**src/rtl/axi4_lite_pkg.sv**
```systemverilog
// Shared types and address-decode helpers for the adder peripheral AXI4-Lite front end.
// Build option AXI_SLVERR_EN (used by the importing modules) enables SLVERR on out-of-range words.
package axi4_lite_pkg;

    localparam int REG_IDX_MSB = 7;
    localparam int REG_IDX_LSB = 2;

    typedef enum logic [1:0] {
        OKAY   = 2'b00,
        SLVERR = 2'b10
    } resp_t;

    typedef enum logic [1:0] {
        W_IDLE,
        W_EXEC,
        W_RESP
    } wr_state_t;

    typedef enum logic [1:0] {
        R_IDLE,
        R_ADDR,
        R_DATA
    } rd_state_t;

    function automatic logic word_in_range(input logic [REG_IDX_MSB:REG_IDX_LSB] idx,
                                           input int num_regs);
        return int'(idx) < num_regs;
    endfunction

endpackage

```
**src/rtl/axi4_lite_rd_channel.sv**
```systemverilog
// AR/R channel of the AXI4-Lite slave: latches the read address and returns register-file data.
// Build option AXI_SLVERR_EN: out-of-range reads return zero data with SLVERR.
module axi4_lite_rd_channel
    import axi4_lite_pkg::*;
#(
    parameter int ADDR_W   = 32,
    parameter int DATA_W   = 32,
    parameter int NUM_REGS = 5
) (
    input  logic              ACLK,
    input  logic              ARSTn,
    input  logic [ADDR_W-1:0] ARADDR,
    input  logic              ARVALID,
    output logic              ARREADY,
    output logic [DATA_W-1:0] RDATA,
    output logic [1:0]        RRESP,
    output logic              RVALID,
    input  logic              RREADY,
    output logic [ADDR_W-1:0] o_addr_rc,
    input  logic [DATA_W-1:0] i_data_rc
);

`ifdef AXI_SLVERR_EN
    localparam bit SLVERR_EN = 1'b1;
`else
    localparam bit SLVERR_EN = 1'b0;
`endif

    rd_state_t rd_state;
    logic      rd_err;
    logic      ar_bad;

    always_comb begin
        ar_bad = SLVERR_EN && !word_in_range(ARADDR[REG_IDX_MSB:REG_IDX_LSB], NUM_REGS);
    end

    // RDATA is sampled one edge after o_addr_rc settles, and RVALID follows one edge later.
    always_ff @(posedge ACLK or negedge ARSTn) begin
        if (!ARSTn) begin
            rd_state  <= R_IDLE;
            ARREADY   <= 1'b1;
            RVALID    <= 1'b0;
            RRESP     <= OKAY;
            RDATA     <= '0;
            o_addr_rc <= '0;
            rd_err    <= 1'b0;
        end else begin
            case (rd_state)
                R_IDLE: begin
                    if (ARVALID) begin
                        o_addr_rc <= ARADDR;
                        ARREADY   <= 1'b0;
                        rd_err    <= ar_bad;
                        rd_state  <= R_ADDR;
                    end
                end
                R_ADDR: begin
                    RDATA    <= rd_err ? '0 : i_data_rc;
                    RRESP    <= rd_err ? SLVERR : OKAY;
                    rd_state <= R_DATA;
                end
                R_DATA: begin
                    if (!RVALID) begin
                        RVALID <= 1'b1;
                    end else if (RREADY) begin
                        RVALID   <= 1'b0;
                        RRESP    <= OKAY;
                        ARREADY  <= 1'b1;
                        rd_state <= R_IDLE;
                    end
                end
                default: begin
                    rd_state <= R_IDLE;
                end
            endcase
        end
    end

endmodule

```
**src/rtl/axi4_lite_slave.sv**
```systemverilog
// AXI4-Lite slave for the adder peripheral: write FSM inline, read channel in axi4_lite_rd_channel.
// Build option AXI_SLVERR_EN: out-of-range writes are dropped and answered with SLVERR.
module axi4_lite_slave
    import axi4_lite_pkg::*;
#(
    parameter int ADDR_W   = 32,
    parameter int DATA_W   = 32,
    parameter int NUM_REGS = 5
) (
    input  logic                ACLK,
    input  logic                ARSTn,
    input  logic [ADDR_W-1:0]   AWADDR,
    input  logic                AWVALID,
    output logic                AWREADY,
    input  logic [2:0]          AWPROT,
    input  logic [DATA_W-1:0]   WDATA,
    input  logic                WVALID,
    output logic                WREADY,
    input  logic [DATA_W/8-1:0] WSTRB,
    output logic [1:0]          BRESP,
    output logic                BVALID,
    input  logic                BREADY,
    input  logic [ADDR_W-1:0]   ARADDR,
    input  logic                ARVALID,
    output logic                ARREADY,
    input  logic [2:0]          ARPROT,
    output logic [DATA_W-1:0]   RDATA,
    output logic [1:0]          RRESP,
    output logic                RVALID,
    input  logic                RREADY,
    output logic [ADDR_W-1:0]   o_addr_wc,
    output logic [DATA_W-1:0]   o_data_wc,
    output logic                o_en_amba_write,
    output logic [ADDR_W-1:0]   o_addr_rc,
    input  logic [DATA_W-1:0]   i_data_rc
);

`ifdef AXI_SLVERR_EN
    localparam bit SLVERR_EN = 1'b1;
`else
    localparam bit SLVERR_EN = 1'b0;
`endif

    wr_state_t         wr_state;
    logic              wr_err;
    logic              aw_hs;
    logic              w_hs;
    logic              aw_have;
    logic              w_have;
    logic              wr_ok;
    logic [ADDR_W-1:0] wr_addr_next;
    logic              unused_ok;

    assign unused_ok = ^{AWPROT, WSTRB, ARPROT};

    // A READY that is low means the matching half of the write is already held.
    always_comb begin
        aw_hs        = AWVALID && AWREADY;
        w_hs         = WVALID && WREADY;
        aw_have      = aw_hs || !AWREADY;
        w_have       = w_hs || !WREADY;
        wr_addr_next = aw_hs ? AWADDR : o_addr_wc;
        wr_ok        = !SLVERR_EN || word_in_range(wr_addr_next[REG_IDX_MSB:REG_IDX_LSB], NUM_REGS);
    end

    always_ff @(posedge ACLK or negedge ARSTn) begin
        if (!ARSTn) begin
            wr_state        <= W_IDLE;
            AWREADY         <= 1'b1;
            WREADY          <= 1'b1;
            BVALID          <= 1'b0;
            BRESP           <= OKAY;
            o_addr_wc       <= '0;
            o_data_wc       <= '0;
            o_en_amba_write <= 1'b0;
            wr_err          <= 1'b0;
        end else begin
            case (wr_state)
                W_IDLE: begin
                    if (aw_hs) begin
                        o_addr_wc <= AWADDR;
                        AWREADY   <= 1'b0;
                    end
                    if (w_hs) begin
                        o_data_wc <= WDATA;
                        WREADY    <= 1'b0;
                    end
                    if (aw_have && w_have) begin
                        o_en_amba_write <= wr_ok;
                        wr_err          <= !wr_ok;
                        wr_state        <= W_EXEC;
                    end
                end
                W_EXEC: begin
                    o_en_amba_write <= 1'b0;
                    BVALID          <= 1'b1;
                    BRESP           <= wr_err ? SLVERR : OKAY;
                    wr_state        <= W_RESP;
                end
                W_RESP: begin
                    if (BREADY) begin
                        BVALID   <= 1'b0;
                        BRESP    <= OKAY;
                        AWREADY  <= 1'b1;
                        WREADY   <= 1'b1;
                        wr_state <= W_IDLE;
                    end
                end
                default: begin
                    wr_state <= W_IDLE;
                end
            endcase
        end
    end

    axi4_lite_rd_channel #(
        .ADDR_W   (ADDR_W),
        .DATA_W   (DATA_W),
        .NUM_REGS (NUM_REGS)
    ) u_rd_channel (
        .ACLK      (ACLK),
        .ARSTn     (ARSTn),
        .ARADDR    (ARADDR),
        .ARVALID   (ARVALID),
        .ARREADY   (ARREADY),
        .RDATA     (RDATA),
        .RRESP     (RRESP),
        .RVALID    (RVALID),
        .RREADY    (RREADY),
        .o_addr_rc (o_addr_rc),
        .i_data_rc (i_data_rc)
    );

endmodule

```
**config.mk**
```make
export PLATFORM = sky130hd
export DESIGN_NAME = axi4_lite_slave
export DESIGN_NICKNAME = d
export VERILOG_FILES = /design/src/rtl/axi4_lite_pkg.sv /design/src/rtl/axi4_lite_rd_channel.sv /design/src/rtl/axi4_lite_slave.sv
export SDC_FILE = /design/constraint.sdc
export NUM_CORES = 1
export LEC_CHECK = 0
export CORE_ASPECT_RATIO = 1.75
export CORE_MARGIN = 2
export CORE_UTILIZATION = 43
export CTS_CLUSTER_SIZE = 8
export DETAILED_ROUTE_END_ITERATION = 10
export PLACE_DENSITY_LB_ADDON = 0.08
export SLEW_MARGIN = 25
export SYNTH_ARGS = -nofsm -noshare
export SYNTH_HDL_FRONTEND = slang
export SYNTH_SLANG_ARGS = --single-unit
```
**constraint.sdc**
```tcl
create_clock -name ACLK -period 3.1 [get_ports ACLK]
set_input_delay 0.465 -clock ACLK [delete_from_list [all_inputs] [get_ports ACLK]]
set_output_delay 0.465 -clock ACLK [all_outputs]
set_load 0.02 [all_outputs]
```
==> flow_metrics.tcl <==
set metrics [dict create \
    status "finished clean" \
    layout_commonest_cell "clkdlybuf4s50_1" \
    vias 3656 \
    ys_warn_count 0 \
    clock_skew_ns 0.00898 \
    synth_top_cells_by_area "dfrtp_1, mux2_4, mux2_2" \
    overflow 0 \
    drive_gt1_share_pct 28.8 \
    final_cell_count_no_fill 775 \
    grt_antenna_before_repair 0 \
    max_freq_ghz 0.487 \
    std_cell_rows 54 \
    first_global_vias 4014 \
    critPathTopFamily "buffers and inverters" \
    coreArea_um2 12500 \
    crit_fanout 5 \
    cp_num_buf_inv 1 \
    first_pass_iters 4 \
    swShare_pct 33.7 \
    fin_crit_sh_pct 66.2 \
    routed_wl_um 13600 \
    port_buffers 268 \
    p_int_mw 6.70 \
    finalSetupViolCount 0 \
    fillers 880 \
    die_w_um 89.7 \
    grt_pass1_wl_um 21800 \
    mappedNetlistArea_um2 5530 \
    grtUsageTotal_pct 20.3 \
    ys_seq_area_share_pct 62.6 \
    cts_resized 0 \
    cts_buffers 17 \
    post_cts_hold_buffer_count 0 \
    nets 740 \
    drtIter0Drc 162 \
    ys_seq_elements 138 \
    drv_slew 0 \
    cts_sinks 138 \
    yosys.area.top_type "dfrtp_1" \
    place.gp.congestion 0.799 \
    critPathKind "register to primary output" \
    worstSetupStartpointType "register" \
    worst_pin_slew_ns 0.588 \
    cts_max_level 4 \
    p_clk_share_pct 19.0 \
    finalHoldViolations 0 \
    worst_setup_hold_path_clk_slew_ns 0.06 \
    dp_cells 744 \
    die_h_um 154 \
    final_cell_area_um2 8840 \
    cap_viol_max_count 0 \
    grt_max_degree 76 \
    p_comb_share_pct 48.8 \
    vias_per_cell 4.72 \
    holdCritPathClass "primary input to asynchronous set/reset pin" \
    postCtsSetupBuffers 0 \
    final_cell_mix "clkdlybuf4s50_1, dfrtp_1, mux2_2" \
    worstPathRequired_ns 2.63 \
    cp_cell_sequence "clkdlybuf4s50_1" \
    dpl_cell_area_um2 8270 \
    slowest_delay_ns 0.63 \
    relSlewSlack_pct 60.8 \
    power_density_nw_per_um2 1140 \
    drtAntennaViolNets 0 \
    slowest_stage "clkdlybuf4s50_1" \
    antenna_cells 0 \
    synth_cell_types 24 \
    arrival_ns 1.59 \
    tns_ns 0 \
    ios 283 \
    leakage_nw 3.78 \
    start_util_pct 44.2 \
    end_kind "primary output" \
    p_sw_mw 3.40 \
    clockRootBuffer "clkbuf_16" \
    hold_ws_ns 0.0312 \
    syn_avg_cell_area_um2 17.3 \
    synthToLayoutAreaGrowth_pct 60.0 \
    cts_buffer_depth 2 \
    dpl.hpwl_um 10200 \
    vdd_drop_max_uv 608 \
    avgRoutedWirePerCell_um 17.5 \
    period_needed_ns 2.05 \
    drc 0 \
    rsz0062_at_grt "no" \
    synthCells 319 \
    power_mw 10.1 \
    clock_latency_ns 0.41 \
    cts_tree "done" \
    yosysTopAreaCellShare_pct 61.1 \
    seq_power_share_pct 32.2 \
    dieArea_um2 13800 \
]
-- cell type report --
| type | instances | area, um^2 | area share, % |
|---|---|---|---|
| Clock inverter | 10 | 92.6 | 1.05 |
| Sequential cell | 138 | 3460 | 39.1 |
| Inverter | 4 | 15.0 | 0.170 |
| Tap cell | 168 | 210 | 2.38 |
| Clock buffer | 21 | 480 | 5.43 |
| Multi-Input combinational cell | 161 | 1850 | 21.0 |
| Timing Repair Buffer | 273 | 2730 | 30.9 |
-- synth_stat cells, drive strengths merged --
master,number
nand2b,2
a221oi,1
dfstp,3
buf,19
mux2,128
a32oi,1
dfrtp,135
conb,1
o21ai,7
nor2,2
and3,2
o21a,1
nand2,7
nor2b,1
and2b,1
or2,1
inv,4
or2b,2
a21o,1
-- sequential cells by signal (all words and copies together), names as in the netlist --
name / flops
u_rd_channel.ARREADY: 1
o_data_wc: 32
wr_state: 2
u_rd_channel.RVALID: 1
u_rd_channel.rd_state: 2
AWREADY: 1
WREADY: 1
o_addr_wc: 32
u_rd_channel.RDATA: 32
BVALID: 1
o_en_amba_write: 1
u_rd_channel.o_addr_rc: 32
-- power groups by stage --
stage                     Clock, mW  Sequential, mW  Combinational, mW
after floorplan                   0            4.35               1.61
after global placement            0            3.22               4.91
after detailed placement          0            3.27               4.98
after CTS                      1.97            3.26               5.00
after global routing           2.06            3.37               5.16
final                          1.92            3.25               4.93
-- worst paths after layout --
kind	from	to	slack (ns)	cells after the start
setup / recovery	WREADY	WREADY	1.05	1
hold / removal	ARSTn	u_rd_channel.o_addr_rc[0]	0.03	1
setup reg to reg	wr_state[1]	o_addr_wc[11]	1.34	4
hold reg to reg	u_rd_channel.ARREADY	u_rd_channel.ARREADY	0.48	2
max in group asynchronous	ARSTn	u_rd_channel.ARREADY	2.19	2
min in group ACLK	u_rd_channel.ARREADY	u_rd_channel.ARREADY	0.48	2
-- routing by layer --
| layer | wire length [um] | GRT usage (%) |
|---|---|---|
| met5 | 0 | 0 |
| met4 | 492 | 9.74 |
| met3 | 908 | 7.01 |
| met2 | 7460 | 35.9 |
| met1 | 4740 | 21.5 |
-- worst reg2reg max path, cell delays in order, from the launching register on --
cell and delay (ns):
dfrtp_1 0.44, nor2_2 0.14, and3_2 0.18, buf_4 0.46, mux2_2 0.42
-- through the flow --
stage                     worst slack, ns  util, %
final                                1.05     70.7
after CTS                            1.03     70.7
after global routing                 1.00     70.7
after global placement               1.00     66.2
after detailed placement            0.975     66.2
after floorplan                      1.64        -
-- logic make-up after synthesis --
kind of cell	share of synthesized area [%]
AO/OA/AOI/OAI	1.22
buffers and inverters	4.17
flip-flops	62.6
multiplexers	30.2
other	0.0679
AND/OR/NAND/NOR	1.83
(Power assumes the default switching activity.)
